==> config.mk <==
export PLATFORM = sky130hd
export DESIGN_NAME = hqm_aw_sync_edge_filter
export DESIGN_NICKNAME = d
export VERILOG_FILES = /design/src/rtl/hqm_aw_sync_edge_filter.sv
export SDC_FILE = /design/constraint.sdc
export NUM_CORES = 1
export LEC_CHECK = 0
export CAP_MARGIN = 25
export CORE_AREA = 5 5 42 44
export CTS_CLUSTER_SIZE = 12
export DETAILED_ROUTE_END_ITERATION = 6
export DIE_AREA = 0 0 47 49
export PLACE_DENSITY = 0.71
export SYNTH_ARGS = -nofsm -noshare
export SYNTH_HDL_FRONTEND = slang
export SYNTH_SLANG_ARGS = --single-unit
==> constraint.sdc <==
create_clock -name clk -period 3.6 [get_ports clk]
set_input_delay 0.72 -clock clk [delete_from_list [all_inputs] [get_ports clk]]
set_output_delay 0.72 -clock clk [all_outputs]
set_load 0.03 [all_outputs]
==> src/rtl/hqm_aw_sync_edge_filter.sv <==
//------------------------------------------------------------------------------
// hqm_aw_sync_edge_filter
//
// Purpose:
//   Debounces WIDTH already-synchronized level inputs. It produces one-cycle
//   rise/fall pulses on each change of the filtered level. Each edge is latched
//   into a pending-event register that a consumer drains with a valid/ready
//   handshake. An optional saturating counter counts the cycles in which any
//   edge occurred.
//
// Handshake:
//   - evt_valid is high while any pending flag is set.
//   - A transfer happens on a cycle where evt_valid and evt_ready are both
//     high. It clears all pending flags and evt_ovf.
//   - While evt_valid=1 and evt_ready=0, the payload is held. Newly arriving
//     flags may only be OR'd in.
//   - evt_ready while evt_valid=0 is ignored.
//
// Configuration macro:
//   HQM_AW_SYNC_EDGE_FILTER_CNT_EN
//     - Defined: evt_cnt is a saturating CNTW-bit counter.
//     - Undefined: evt_cnt is tied to 0 and clr_cnt is ignored.
//
// Ports:
//   clk         in   1      rising-edge clock (synchronizer domain)
//   rst_n       in   1      asynchronous active-low reset
//   data_sync   in   WIDTH  synchronized input levels
//   filt_level  out  WIDTH  debounced levels
//   rise_pulse  out  WIDTH  one-cycle pulse on 0->1 of filt_level
//   fall_pulse  out  WIDTH  one-cycle pulse on 1->0 of filt_level
//   evt_valid   out  1      a pending event is available
//   evt_ready   in   1      consumer accepts the pending event
//   evt_rise    out  WIDTH  pending rise flags
//   evt_fall    out  WIDTH  pending fall flags
//   evt_ovf     out  1      sticky: an edge hit an already-set pending flag
//   clr_cnt     in   1      synchronous clear of evt_cnt
//   evt_cnt     out  CNTW   saturating count of edge cycles
//------------------------------------------------------------------------------
module hqm_aw_sync_edge_filter #(
   parameter int WIDTH    = 1,
   parameter int DEBOUNCE = 2,
   parameter int CNTW     = 8
) (
   input  logic             clk,
   input  logic             rst_n,
   input  logic [WIDTH-1:0] data_sync,
   output logic [WIDTH-1:0] filt_level,
   output logic [WIDTH-1:0] rise_pulse,
   output logic [WIDTH-1:0] fall_pulse,
   output logic             evt_valid,
   input  logic             evt_ready,
   output logic [WIDTH-1:0] evt_rise,
   output logic [WIDTH-1:0] evt_fall,
   output logic             evt_ovf,
   input  logic             clr_cnt,
   output logic [CNTW-1:0]  evt_cnt
);

   // The counter value at which the next differing sample is the DEBOUNCE-th.
   localparam logic [3:0] DB_LAST = 4'(DEBOUNCE - 1);

   logic [3:0]       r_db_cnt [WIDTH];
   logic [3:0]       w_db_cnt_nxt [WIDTH];
   logic [WIDTH-1:0] w_toggle;

   logic [WIDTH-1:0] r_filt;
   logic [WIDTH-1:0] r_rise;
   logic [WIDTH-1:0] r_fall;
   logic [WIDTH-1:0] r_pend_rise;
   logic [WIDTH-1:0] r_pend_fall;
   logic             r_ovf;

   logic             w_valid;
   logic             w_hs;
   logic             w_lost;
   logic             w_any_edge;

   // Debounce: count consecutive samples that differ from the filtered level.
   // On the DEBOUNCE-th such sample, flip the level and restart the count.
   always_comb begin
      w_toggle = '0;
      for (int i = 0; i < WIDTH; i++) begin
         w_db_cnt_nxt[i] = 4'd0;
         if (data_sync[i] != r_filt[i]) begin
            if (r_db_cnt[i] == DB_LAST) begin
               w_toggle[i] = 1'b1;
            end else begin
               w_db_cnt_nxt[i] = r_db_cnt[i] + 4'd1;
            end
         end
      end
   end

   assign w_valid    = |(r_pend_rise | r_pend_fall);
   assign w_hs       = w_valid & evt_ready;
   assign w_any_edge = |(r_rise | r_fall);
   // An edge is lost when its flag is already pending and no transfer
   // frees the flag this cycle.
   assign w_lost     = |((r_rise & r_pend_rise) | (r_fall & r_pend_fall));

   always_ff @(posedge clk or negedge rst_n) begin
      if (!rst_n) begin
         for (int i = 0; i < WIDTH; i++) begin
            r_db_cnt[i] <= 4'd0;
         end
         r_filt      <= '0;
         r_rise      <= '0;
         r_fall      <= '0;
         r_pend_rise <= '0;
         r_pend_fall <= '0;
         r_ovf       <= 1'b0;
      end else begin
         for (int i = 0; i < WIDTH; i++) begin
            r_db_cnt[i] <= w_db_cnt_nxt[i];
         end
         r_filt <= r_filt ^ w_toggle;
         // Pulses are registered alongside the level, so each pulse lines up
         // with the first cycle that shows the new level.
         r_rise <= w_toggle & ~r_filt;
         r_fall <= w_toggle &  r_filt;
         // A transfer clears the flags first. A pulse in the same cycle is
         // then loaded into the cleared flags, so the new event survives.
         r_pend_rise <= (w_hs ? '0 : r_pend_rise) | r_rise;
         r_pend_fall <= (w_hs ? '0 : r_pend_fall) | r_fall;
         r_ovf       <= w_hs ? 1'b0 : (r_ovf | w_lost);
      end
   end

   assign filt_level = r_filt;
   assign rise_pulse = r_rise;
   assign fall_pulse = r_fall;
   assign evt_valid  = w_valid;
   assign evt_rise   = r_pend_rise;
   assign evt_fall   = r_pend_fall;
   assign evt_ovf    = r_ovf;

`ifdef HQM_AW_SYNC_EDGE_FILTER_CNT_EN
   logic [CNTW-1:0] r_evt_cnt;

   // Saturating counter: clear has priority over a same-cycle increment.
   always_ff @(posedge clk or negedge rst_n) begin
      if (!rst_n) begin
         r_evt_cnt <= '0;
      end else if (clr_cnt) begin
         r_evt_cnt <= '0;
      end else if (w_any_edge && (r_evt_cnt != {CNTW{1'b1}})) begin
         r_evt_cnt <= r_evt_cnt + 1'b1;
      end
   end

   assign evt_cnt = r_evt_cnt;
`else
   logic w_unused_cnt;

   assign w_unused_cnt = clr_cnt | w_any_edge;
   assign evt_cnt      = '0;
`endif

endmodule

==> results of run 1 <==
==> state kept, by name, summed over array words and instances (netlist names), named ones only <==
name,count
evt_fall,1
evt_ovf,1
evt_rise,1
fall_pulse,1
r_db_cnt,4
rise_pulse,1
==> power by group through the flow <==
stage | logic [mW] | clock network [mW] | registers (mW)
after floorplan | 0.109 | 0 | 0.222
after global placement | 0.225 | 0 | 0.178
after detailed placement | 0.227 | 0 | 0.180
after CTS | 0.228 | 0.0761 | 0.178
after global routing | 0.244 | 0.0826 | 0.185
final | 0.224 | 0.0719 | 0.178
==> through the flow <==
stage	cell area, µm²	std cells
global placement	583.1	70
floorplan	523.0	52
finish	605.6	73
CTS	605.6	73
detailed placement	583.1	70
global route	605.6	73
==> worst paths after layout <==
check | from | end | slack [ns] | cells after the start
max | evt_fall | evt_valid | 1.32 | 2
min | evt_ovf | evt_ovf | 0.49 | 2
max reg2reg | r_db_cnt[1] | register | 2.15 | 4
min reg2reg | evt_ovf | evt_ovf | 0.49 | 2
max in group asynchronous | rst_n | fall_pulse | 2.52 | 1
min in group asynchronous | rst_n | r_db_cnt[0] | 0.77 | 1
==> layer usage <==
layer	vias up	GRT usage
met1	155	0.1032
met5	-	0
met3	4	0.03321
li1	156	-
met2	19	0.1154
met4	0	0.06912
==> cells by family (layout without fill, tap and decap cells) <==
| kind of cell | count (synthesis) | after routing | synth area share |
|---|---|---|---|
| DFF | 10 | 10 | 0.5038 |
| other | 1 | 8 | 0.007549 |
| AOI/OAI and AO/OA | 6 | 6 | 0.07555 |
| muxes | 1 | 1 | 0.03022 |
| xor gates and xnor gates | 2 | 2 | 0.03527 |
| adders and majority gates | 2 | 2 | 0.05037 |
| and+or+nand+nor | 13 | 13 | 0.1612 |
| buffers and inverters | 10 | 15 | 0.1360 |
==> critical path: stages (launching register included) <==
cell and delay, ns:
dfrtp_1 0.42, or2_2 0.30, clkdlybuf4s50_1 0.59
==> cell usage in the layout (no fill, tap or decap) <==
cell / n
conb_1: 8
nand2b_1: 2
xor2_1: 1
a21o_1: 2
xnor2_1: 1
o21ai_0: 2
nor3b_1: 2
nand2_1: 1
a21oi_1: 1
nor2_1: 3
clkdlybuf4s50_1: 10
nand3b_1: 1
dfrtp_1: 10
a22oi_1: 1
or2b_1: 1
mux2_4: 1
inv_1: 2
or2_2: 1
ha_1: 2
or3b_4: 1
clkbuf_4: 3
nand3_1: 1
==> layout make-up <==
| class | count | area [µm²] | area share |
|---|---|---|---|
| sequential | 10 | 250.2 | 0.4132 |
| multi-input combinational | 32 | 205.2 | 0.3388 |
| timing repair buffer | 10 | 100.1 | 0.1653 |
| clock buffer | 3 | 22.52 | 0.03719 |
| tap | 16 | 20.02 | 0.03306 |
| inverter | 2 | 7.507 | 0.01240 |
==> impl_results.md, run 1 <==
- Status: finished clean
- Crit Path Category: register to primary output
- Drt wl/cell: 10.84 µm
- Inserted Clock Buffers: 3
- Filler cells: 132
- Worst slack, placed: 1.584 ns
- Power Density: 783.6 mW/mm²
- Top-count cell post-synth: dfrtp_1
- RSZ-0062 raised after global routing: false
- Clk Latency, worst-skew pair: 0.26 ns
- Required @ worst endpoint: 2.88 ns
- Gate power share: 0.473
- Fin Setup TNS: 0 ns
- # diodes: 0
- Num ports: 20
- Crit path setup slack, layout: 1.316 ns
- Max clock buf depth: 2
- Worst hold margin: 0.4866 ns
- Total GRT Usage: 0.08565
- Hold Fails Final Rpt: 0
- Internal Power: 288.0 µW
- P&R area growth vs syn: 21.91%
- Met2 routed WL: 367 µm
- Die Wd: 47 µm
- Clock root cell: clkbuf_4
- Reg clk slew, reported paths: 0.06 ns
- Max-slew violation count: 0
- DRC: 0
- Synth top area share: 0.5038
- Net Sw Frac: 0.3932
- Die H: 49 µm
- Row cnt: 14
- Startpoint type of the worst setup path: register
- Max-cap violations: 0
- Initial Util: 0.3545
- Reg power frac: 0.375
- Synthesized area: 496.7 µm²
- Ys async rst share: 1.000
- Min-Delay Path Class: register to register
- P_leak: 0.3009 nW
- Vias: 334
- Met3 routed wirelength: 85 µm
- Tmin final: 2.284 ns
- Vias in the first global route: 293
- Synth warn: 0
- WP data arrival: 1.56 ns
- Area leader, netlist: dfrtp_1
- IO buf count: 10
- Net Switching: 186.6 µW
- Avg Vias per Cell: 4.575
- Total wire length: 791 µm
- Clock Power Share: 0.152
- Number of nets in the layout: 66
- Core area: 0.001401 mm²
- First-pass GRT wire length: 1324 µm
- Sink count of the clock tree: 10
- Wl on met1: 326 µm
- Area of the die: 0.002303 mm²
- Mapped Cells: 45
- Layout cells sized above 1: 0.1053
- Cell variety after synth: 21
- Most common flop cell mapped by yosys: dfrtp_1
- Initial DRC Count: 3
- First drt pass iteration count: 3
- Top post-synthesis cells by area: dfrtp_1 50%, buf_4 12%, ha_1 5.0%
- EDFF count, synth: 0
- H-Tree Depth: 1
- Post-synthesis register bit count: 10
- Largest net degree at the start of global routing: 11
- Post-CTS sizing: 0
- CTS tree: yes
- Detail Route Antenna Nets: 0
- Max Used Layer: met4
- Setup violators final: 0
- Number of post-CTS setup repair buffers: 0
- Total power: 474.6 µW
- Post-synth top cells: 10 x dfrtp_1, 8 x buf_4, 3 x nor2_1
- CP max FO: 5
- Register area share after synthesis: 0.5038
- Max Clk Rate: 437.8 MHz
- Remaining Overflow, GRT: 0
- Routability congestion estimate: 0.7176
- Peak VDD IR: 0.4310 mV
- Hpwl dp: 600.2 µm
- Syn Area/Cell: 11.04 µm²
- Initial antenna violation count: 0
- Hold_buf cts: 0
- Util after Layout: 0.4321
- Fin Clk Skew: 0.002961 ns
- Setup crit end kind: primary output
- Period utilization: 0.6345
No activity file was read; power rests on OpenSTA's default activity.
==> run 2: changes to the inputs <==
==> constraint.sdc (replaced) <==
create_clock -name clk -period 2.4 [get_ports clk]
set_input_delay 0.48 -clock clk [delete_from_list [all_inputs] [get_ports clk]]
set_output_delay 0.48 -clock clk [all_outputs]
set_load 0.03 [all_outputs]
==> impl_results.md, run 2 (synthesis results as in run 1) <==
- Reg with most FFs: r_db_cnt (unchanged)
- Max-slew violation count: 0 (unchanged)
- P_leak: 0.3009 nW (unchanged)
- Setup violators final: 0 (unchanged)
- P&R area growth vs syn: 21.91% (unchanged)
- Hold path depth: 1 (was 2)
- Status: finished clean (unchanged)
- Initial DRC Count: 2 (was 3)
- Period utilization: 0.8508
- Cell family with most CP delay: buffers and inverters (unchanged)
- Min-Delay Path Class: register to register (unchanged)
- Crit Path Category: register to primary output (unchanged)
- Clock root cell: clkbuf_4 (unchanged)
- Total GRT Usage: 0.07709 (was 0.08565)
- Hold Fails Final Rpt: 0 (unchanged)
- Vias in the first global route: 282 (was 293)
- Avg Vias per Cell: 4.384 (was 4.575)
- R2r setup slk: 0.97 ns (was 2.15 ns)
- Total wire length: 762 µm (was 791 µm)
- First drt pass iteration count: 3 (unchanged)
- CP max FO: 5 (unchanged)
- Die Wd: 47 µm (unchanged)
- Crit-path cells: or2_2 -> clkdlybuf4s50_1 (unchanged)
- Reg area: 250.2 µm² (unchanged)
- Routability congestion estimate: 0.6764 (was 0.7176)
- Max clock buf depth: 2 (unchanged)
- RSZ-0062 raised after global routing: false (unchanged)
- Peak VDD IR: 0.6425 mV (was 0.4310 mV)
- Most frequent cells in the layout: 10 x dfrtp_1, 10 x clkdlybuf4s50_1, 8 x conb_1, 3 x nor2_1, 3 x clkbuf_4 (unchanged)
- CP peak stage delay: 0.59 ns (about the same)
- Area of the die: 0.002303 mm² (unchanged)
- Slowest library cell on the worst path: clkdlybuf4s50_1 (unchanged)
- Worst reg2reg path startpoint: r_db_cnt[1] (unchanged)
- Buf/Inv on CP: 1 (unchanged)
- Power Density: 1178 mW/mm² (was 783.6 mW/mm²)
- Filler cells: 148 (was 132)
- Vias: 320 (was 334)
- Setup crit end kind: primary output (unchanged)
- Number of nets in the layout: 66 (unchanged)
- First-pass GRT wire length: 1235 µm (was 1324 µm)
- Startpoint type of the worst setup path: register (unchanged)
- Sink count of the clock tree: 10 (unchanged)
- Num ports: 20 (unchanged)
- Initial Util: 0.3545 (unchanged)
- Largest net degree at the start of global routing: 11 (unchanged)
- Fin Clk Skew: 0.004831 ns (was 0.002961 ns)
- Max Clk Rate: 489.7 MHz
- H-Tree Depth: 1 (unchanged)
- Hpwl dp: 605.9 µm (was 600.2 µm)
- Hold endpoint: evt_fall (was evt_ovf)
- CTS tree: yes (unchanged)
- Reg clk slew, reported paths: 0.06 ns (about the same)
- Required @ worst endpoint: 1.92 ns (was 2.88 ns)
- IO buf count: 10 (unchanged)
- Max-cap violations: 0 (unchanged)
- DRC: 0 (unchanged)
- Clk Latency, worst-skew pair: 0.26 ns (about the same)
- Die H: 49 µm (unchanged)
- Detail Route Antenna Nets: 0 (unchanged)
- Worst hold start: fall_pulse (was evt_ovf)
- Remaining Overflow, GRT: 0 (unchanged)
- # diodes: 0 (unchanged)
- Number of post-CTS setup repair buffers: 0 (unchanged)
- Post-CTS sizing: 0 (unchanged)
- Row cnt: 14 (unchanged)
- WP data arrival: 1.56 ns (about the same)
- Inserted Clock Buffers: 3 (unchanged)
- Core area: 0.001401 mm² (unchanged)
- Initial antenna violation count: 0 (unchanged)
- Fin Setup TNS: 0 ns (unchanged)
- Cell count of the worst reg-to-reg path: 4 (unchanged)
- Tmin final: 2.042 ns
- Total power: 713.2 µW (was 474.6 µW)
- Drt wl/cell: 10.44 µm (was 10.84 µm)
- Max reg flops: 4 (unchanged)
- Area of the multi-input gates: 205.2 µm² (unchanged)
- Hold_buf cts: 0 (unchanged)
- Layout cells sized above 1: 0.1053 (unchanged)
[run 2: cell counts in the layout (fill, tap and decap cells not counted)]
No cell type changed its count.
[run 2: worst register-to-register path, delay by kind of cell (launching register included)]
family / cells / cell delay (ns)
buffers and inverters: 1 / 0.06
DFF: 1 / 0.39
adders and majority gates: 1 / 0.15
and+or+nand+nor: 1 / 0.40
muxes: 1 / 0.30
[run 2: final cells by class]
cell class / instances / area share
Clock buffer: 3 / 0.03719
Inverter: 2 / 0.01240
Multi-Input combinational cell: 32 / 0.3388
Sequential cell: 10 / 0.4132
Tap cell: 16 / 0.03306
Timing Repair Buffer: 10 / 0.1653
[run 2: worst max path at each step]
stage,start,to,slack [ns],depth (start not counted)
floorplan,evt_fall,evt_valid,1.01,1
global placement,evt_fall,evt_valid,0.64,2
detailed placement,evt_fall,evt_valid,0.64,2
CTS,evt_fall,evt_valid,0.35,2
global route,evt_fall,evt_valid,0.30,2
finish,evt_fall,evt_valid,0.36,2
[run 2: stage by stage]
step	hold WS [ns]	cells	instance area, µm²	util	worst slack, ns
finish	0.4834	73	605.6	0.4321	0.3581
global route	0.5131	73	605.6	0.4321	0.3045
CTS	0.4903	73	605.6	0.4321	0.3463
detailed placement	0.4758	70	583.1	0.4161	0.6350
global placement	0.4700	70	583.1	0.4161	0.6375
floorplan	0.1844	52	523.0	-	1.005
[run 2: per-layer routing]
| metal | vias to the layer above | GRT usage | wire length [µm] |
|---|---|---|---|
| met2 | 15 | 0.09955 | 364 |
| met4 | 0 | 0.06912 | 0 |
| li1 | 156 | - | - |
| met3 | 0 | 0.02214 | 80 |
| met5 | - | 0 | 0 |
| met1 | 149 | 0.09862 | 316 |
[run 2: report_power, final]
part / total, mW / internal (mW) / switching [mW]
clock: 0.111 / 0.0577 / 0.0534
sequential: 0.265 / 0.219 / 0.0467
combinational: 0.337 / 0.156 / 0.181
total: 0.713 / 0.432 / 0.281
==> run 3: changes to the inputs <==
==> constraint.sdc (replaced) <==
create_clock -name clk -period 2.55 [get_ports clk]
set_input_delay 0.51 -clock clk [delete_from_list [all_inputs] [get_ports clk]]
set_output_delay 0.51 -clock clk [all_outputs]
set_load 0.03 [all_outputs]
==> impl_results.md, run 3 (synthesis results as in run 1) <==
- Status: finished clean (unchanged)
- Max reg flops: 4 (unchanged)
- DRC: 0 (unchanged)
- Area of the multi-input gates: 205.2 µm² (unchanged)
- Num ports: 20 (unchanged)
- Power Density: 1109 mW/mm² (was 1178 mW/mm²)
- Fin Setup TNS: 0 ns (unchanged)
- Die H: 49 µm (unchanged)
- Layout cells sized above 1: 0.1053 (unchanged)
- Number of post-CTS setup repair buffers: 0 (unchanged)
- Inserted Clock Buffers: 3 (unchanged)
- Initial DRC Count: 2 (unchanged)
- Post-CTS sizing: 0 (unchanged)
- Sink count of the clock tree: 10 (unchanged)
- Period utilization: 0.8125
- Max-slew violation count: 0 (unchanged)
- Vias in the first global route: 299 (was 282)
- Hold Fails Final Rpt: 0 (unchanged)
- Fin Clk Skew: 0.001326 ns (was 0.004831 ns)
- Most frequent cells in the layout: 10 x dfrtp_1, 10 x clkdlybuf4s50_1, 8 x conb_1, 3 x nor2_1, 3 x clkbuf_4 (unchanged)
- Area of the die: 0.002303 mm² (unchanged)
- First-pass GRT wire length: 1207 µm (was 1235 µm)
- Max clock buf depth: 2 (unchanged)
- Crit Path Category: register to primary output (unchanged)
- Hpwl dp: 606.6 µm (was 605.9 µm)
- Total GRT Usage: 0.07281 (was 0.07709)
- Peak VDD IR: 0.5719 mV (was 0.6425 mV)
- R2r setup slk: 1.12 ns (was 0.97 ns)
- Vias: 325 (was 320)
- Clk Latency, worst-skew pair: 0.26 ns (about the same)
- Initial Util: 0.3545 (unchanged)
- Worst slack, placed: 0.7546 ns (was 0.6350 ns)
- IO buf count: 10 (unchanged)
- Clock root cell: clkbuf_4 (unchanged)
- Hold_buf cts: 0 (unchanged)
- Detail Route Antenna Nets: 0 (unchanged)
- Startpoint type of the worst setup path: register (unchanged)
- H-Tree Depth: 1 (unchanged)
- Filler cells: 148 (unchanged)
- Required @ worst endpoint: 2.04 ns (was 1.92 ns)
- Worst hold margin: 0.4816 ns (was 0.4834 ns)
- DP Area: 583.1 µm² (unchanged)
- Routability congestion estimate: 0.7129 (was 0.6764)
- P&R area growth vs syn: 21.91% (unchanged)
- Avg Vias per Cell: 4.452 (was 4.384)
- Reg clk slew, reported paths: 0.06 ns (about the same)
- Core area: 0.001401 mm² (unchanged)
- Max-cap violations: 0 (unchanged)
- WP data arrival: 1.56 ns (about the same)
- Reg with most FFs: r_db_cnt (unchanged)
- Tmin final: 2.072 ns
- P_leak: 0.3009 nW (unchanged)
- Reg area: 250.2 µm² (unchanged)
- Min-Delay Path Class: register to register (unchanged)
- # diodes: 0 (unchanged)
- First drt pass iteration count: 4 (was 3)
- Final non-filler cell total: 73 (unchanged)
- RSZ-0062 raised after global routing: false (unchanged)
- Largest net degree at the start of global routing: 11 (unchanged)
- Total wire length: 779 µm (was 762 µm)
- Drt wl/cell: 10.67 µm (was 10.44 µm)
- Number of nets in the layout: 66 (unchanged)
- Placed Cells: 70 (unchanged)
- Row cnt: 14 (unchanged)
- CP max FO: 5 (unchanged)
- Remaining Overflow, GRT: 0 (unchanged)
- Setup crit end kind: primary output (unchanged)
- Final instance area: 605.6 µm² (unchanged)
- Die Wd: 47 µm (unchanged)
- Crit path setup slack, layout: 0.4782 ns (was 0.3581 ns)
- Setup violators final: 0 (unchanged)
- Max Clk Rate: 482.7 MHz
- CTS tree: yes (unchanged)
- Initial antenna violation count: 0 (unchanged)
## run 3: metal layers
layer | global-route usage | up-vias | share of wire | routed length [µm]
met4 | 0.05530 | 0 | 0.0051 | 4
li1 | - | 155 | - | -
met3 | 0.02214 | 2 | 0.13 | 98
met2 | 0.1018 | 17 | 0.46 | 362
met5 | 0 | - | 0 | 0
met1 | 0.08945 | 151 | 0.40 | 313
## run 3: worst max-delay path: stages (launching register included)
cell and delay [ns]:
dfrtp_1 0.41, or2_2 0.30, clkdlybuf4s50_1 0.59
## run 3: final cells by class
cell class | instances | area share
Sequential cell | 10 | 0.4132
Inverter | 2 | 0.01240
Clock buffer | 3 | 0.03719
Timing Repair Buffer | 10 | 0.1653
Tap cell | 16 | 0.03306
Multi-Input combinational cell | 32 | 0.3388
## run 3: path summary, 6_finish.rpt
check                            startpoint           to  depth (start not counted)
worst max-delay path               evt_fall    evt_valid                          2
worst min register to register   fall_pulse     evt_fall                          1
min in group asynchronous             rst_n  r_db_cnt[0]                          1
max in group asynchronous             rst_n     evt_fall                          1
worst max register to register  r_db_cnt[1]     register                          4
worst min-delay path             fall_pulse     evt_fall                          1
## run 3: stage by stage
| stage | power, mW | utilization |
|---|---|---|
| 2_1_floorplan | 0.4668 | - |
| 3_3_place_gp | 0.5685 | 0.4161 |
| 3_5_place_dp | 0.5734 | 0.4161 |
| 4_1_cts | 0.6833 | 0.4321 |
| 5_1_grt | 0.7195 | 0.4321 |
| 6_report | 0.6718 | 0.4321 |
## run 3: where the power goes
group	internal, mW	switching, mW	total, mW
registers	0.206	0.0445	0.250
clock network	0.0543	0.0497	0.104
logic	0.147	0.171	0.318
==> edit 1 (flow settings as in run 2) <==
Build with the macro `HQM_AW_SYNC_EDGE_FILTER_CNT_EN` defined.
--- a/src/rtl/hqm_aw_sync_edge_filter.sv
+++ b/src/rtl/hqm_aw_sync_edge_filter.sv
@@ -37,4 +37,6 @@
 //   evt_cnt     out  CNTW   saturating count of edge cycles
 //------------------------------------------------------------------------------
+`define HQM_AW_SYNC_EDGE_FILTER_CNT_EN
+
 module hqm_aw_sync_edge_filter #(
    parameter int WIDTH    = 1,
Formal check against the unedited RTL: not equivalent (Yosys sat finds a counterexample within 4 cycles, from zero or initial values and one cycle with rst_n low).
==> edit 1 against run 2 <==
Cell area is 86% higher; power rose by 40%; sequential cell count is 8 higher; global-route usage grew 11 points; synthesized area increased by 79%; setup slack worse by 0.037 ns; routed wire length grew 130%.
==> edit 1: results (changes against run 2) <==
POWER.SWITCHING_mW=0.372  # +32%
GRT_PASS1_VIAS=727  # +160%
MULTI_INPUT_GATE_AREA_UM2=409  # +99%
SEQAREAFRACTION_PCT=39.9  # -1.4 points
ROUTEDWLPERCELL_UM=14.9  # +42%
RUN_STATUS='finished clean'
BUFFERS_EXCL_CLOCK=20  # +10
CLK_PIN_SLEW_NS=0.10  # +0.04 ns
POST_SYNTH_NUM_CELL_TYPES=34  # +62%
PLACEMENT.IO_BUFFERS=19  # +9
NFLOPSANDLATCHES=18  # +8
GRT_USE_MET2_PCT=30.3  # +20 points
NON_CLOCK_INVERTER_COUNT=4  # +2
VIA_COUNT_OF_THE_ROUTED_DESIGN=684  # +110%
POWER_LEAKAGE_nW=0.531  # +76%
WL_MET1_UM=779  # +150%
CLKPWRFRAC_PCT=18.3  # +2.7 points
LAYOUT.NETS=113  # +71%
FILLER_CELL_COUNT=86  # -42%
SYNTH_AREA_LEADERS='dfrtp_1, ha_1, nor2_1'
R2R_SLACK_NS=0.69  # -0.28 ns
WL_MET3_UM=65  # -19%
FRACTION_OF_THE_MAPPED_NETLIST_AREA_IN_COMPOUND_GATES_PCT=16.3  # +8.7 points
SEQUENTIALPOWER_mW=0.434  # +64%
SIGNAL_BUFFER_AREA_FRACTION_PCT=17.5  # +0.99 points
DETAILEDROUTE.FIRSTITERATIONVIOLATIONS=16  # +14
WORST_SKEW_PAIR_LATER_PIN_LATENCY_NS=0.29  # +0.03 ns
MULTI_INPUT_COMB_CELLS=58  # +81%
LARGEST_REG_FLOPS=8  # +4
FINAL_LAYOUT_SIZE_SUFFIX_GT1_SHARE_PCT=11.5  # +1.0 points
WORSTHOLDPATHTYPE='in2async'
CLOCK_SKEW_NS=0.00531  # +0.000481 ns
SYNTH_FA_HA_AREA_SHARE_PCT=4.21  # -0.82 points
[edit 1: cell types whose count changed after synthesis, moves of 3 or more]
| cell | delta |
|---|---|
| dfrtp_1 | +8 |
| nor2_1 | +7 |
| nor2b_1 | +3 |
| a211oi_1 | +4 |
| nand2_1 | +4 |
| buf_4 | -8 |
| mux2_2 | +3 |
[edit 1: through the flow]
stage | hold slack [ns] | instances | setup WS [ns] | util (%) | cell area [um^2]
2_1_floorplan | 0.184 | 82 | 0.700 | - | 891
3_3_place_gp | 0.464 | 116 | 0.650 | 77.9 | 1090
3_5_place_dp | 0.501 | 116 | 0.640 | 77.9 | 1090
4_1_cts | 0.488 | 120 | 0.308 | 80.5 | 1130
5_1_grt | 0.496 | 120 | 0.251 | 80.5 | 1130
6_report | 0.486 | 120 | 0.321 | 80.5 | 1130
[edit 1: worst max-delay path, cell delays in order (launching register included)]
cell,delay [ns]
dfrtp_1,0.43
or2_2,0.30
clkdlybuf4s50_1,0.59
==> edit 2 (settings of run 2) <==
Without the edit above. Register the output `filt_level` once more, without a reset; this adds one clock of latency there. The other outputs are not delayed to match. Comments in the files are not updated.
--- a/src/rtl/hqm_aw_sync_edge_filter.sv
+++ b/src/rtl/hqm_aw_sync_edge_filter.sv
@@ -127,5 +127,7 @@
    end
 
-   assign filt_level = r_filt;
+   always_ff @(posedge clk) begin
+      filt_level <= r_filt;
+   end
    assign rise_pulse = r_rise;
    assign fall_pulse = r_fall;
Formal check against the unedited RTL: not equivalent (Yosys sat finds a counterexample within 4 cycles, from zero or initial values and one cycle with rst_n low).
==> edit 2 against run 2 <==
Setup slack worse by 0.016 ns; cell area is 4.1% higher; sequential cell count is 1 higher; synthesized area is 4.0% higher; sequential power is 11% higher; routed wire length is 1.8% lower; power is 5.7% higher; worst hold slack worse by 0.012 ns; clock skew is 0.0019 ns lower.
==> edit 2: results (changes against run 2) <==
POST_SYNTH_NUM_CELL_TYPES=22  # +4.8%
SYNTH_CELLS=46  # +2.2%
GRT_USE_TOTAL_PCT=7.28  # -0.43 points
PLACE.DETAILED.HPWL_UM=591  # -2.4%
POWER_LEAKAGE_nW=0.313  # +4.1%
MAX_FLOP_REGISTER='r_db_cnt'
REG2REGPATHDEPTH=4  # unchanged
MUXSHAREOFSYNTHAREA_PCT=2.91  # -0.12 points
SYNTH_AREA_LEADERS='dfrtp_1, buf_4, ha_1'
FILLER_CELL_COUNT=130  # -12%
GRT_PASS1_VIAS=293  # +3.9%
CLK_PATH_BUF_DEPTH=2  # unchanged
FRACTION_OF_THE_MAPPED_NETLIST_AREA_IN_COMPOUND_GATES_PCT=7.26  # -0.29 points
GRT_PASS1_WL_UM=1170  # -5.6%
YOSYSWARNINGCOUNT=0  # unchanged
LAYOUT.NETS=67  # +1.5%
DETAILEDROUTE.FIRSTITERATIONVIOLATIONS=1  # -1
CRIT-REG2REG-LAUNCH='r_db_cnt[1]$_DFF_PN0_'
CRITICAL_PATH_ARRIVAL_NS=1.58  # +0.02 ns
SYNTH_FA_HA_AREA_SHARE_PCT=4.84  # -0.20 points
IR_DROP_V=0.000665  # +3.6%
FINAL_LAYOUT_SIZE_SUFFIX_GT1_SHARE_PCT=11.9  # +1.3 points
CLOCK_SKEW_NS=0.00290  # -0.00193 ns
DETAIL_ROUTE.WIRELENGTH_UM=748  # -1.8%
SYNTH_ASYNC_SR_FLOP_SHARE_PCT=90.9  # -9.1 points
NUMPLACEDINSTANCES=71  # +1.4%
POST_SYNTH_XOR_AREA_FRACTION_PCT=3.39  # -0.14 points
GPL.FINAL_WEIGHTED_CONGESTION=0.685  # +1.3%
LARGEST_REG_FLOPS=4  # unchanged
CTS_POST_SETUP_BUFFERS_INSERTED=0  # unchanged
ROUTE.DETAILED.VIAS_PER_INST=4.49  # +2.5%
ROUTEDWLPERCELL_UM=9.97  # -4.5%
MIN_TO='filt_level$_DFF_P_'
PLACED_CELL_AREA_UM2=603  # +3.4%
RUN_STATUS='finished clean'
## edit 2: cell types whose count changed after synthesis
cell,before,now
dfxtp_1,0,1
## edit 2: kinds of logic after synthesis
family / Yosys count
and+or+nand+nor: 13
DFF: 11
buffers and inverters: 10
AOI/OAI and AO/OA: 6
adders and majority gates: 2
xor gates and xnor gates: 2
other: 1
muxes: 1
## edit 2: routing by layer
layer	up-vias	global-route usage, %	routed length [um]
met5	-	0	0
met4	0	6.91	28
li1	161	-	-
met1	153	8.92	315
met3	5	2.21	92
met2	18	9.50	310
## edit 2: layout make-up
type	instances	area (um^2)	share of cell area, %
clock buffers	3	22.5	3.57
flip-flops and latches	11	270	42.9
repair buffers	10	100	15.9
multi-input cells	32	205	32.5
inverters	2	7.51	1.19
clock inverters	1	5.00	0.794
well taps	16	20.0	3.17
## edit 2: stage by stage
| stage | hold WS, ns | power, mW | util (%) | worst slack (ns) |
|---|---|---|---|---|
| after floorplan | 0.184 | 0.524 | - | 1.01 |
| after global placement | 0.447 | 0.633 | 43.0 | 0.646 |
| after detailed placement | 0.447 | 0.639 | 43.0 | 0.628 |
| after CTS | 0.474 | 0.767 | 45.0 | 0.323 |
| after global routing | 0.498 | 0.801 | 45.0 | 0.300 |
| final | 0.472 | 0.754 | 45.0 | 0.342 |
## edit 2: worst max-delay path, delay by kind of cell, from the launching register on
| kind | cells | cell delay (ns) |
|---|---|---|
| buffers and inverters | 1 | 0.59 |
| DFF | 1 | 0.42 |
| and+or+nand+nor | 1 | 0.30 |
## edit 2: worst max-delay path by stage
stage | from | endpoint | slack, ns | cells past startpoint
floorplan | evt_fall$_DFF_PN0_ | evt_valid | 1.01 | 1
global placement | evt_fall$_DFF_PN0_ | evt_valid | 0.65 | 2
detailed placement | evt_fall$_DFF_PN0_ | evt_valid | 0.63 | 2
CTS | evt_fall$_DFF_PN0_ | evt_valid | 0.32 | 2
global route | evt_fall$_DFF_PN0_ | evt_valid | 0.30 | 2
finish | evt_fall$_DFF_PN0_ | evt_valid | 0.34 | 2
## edit 2: where the power goes
part,internal (mW),switching [mW],total (mW)
clock network,0.0616,0.0610,0.123
registers,0.244,0.0495,0.294
logic,0.156,0.182,0.338
total,0.462,0.292,0.754
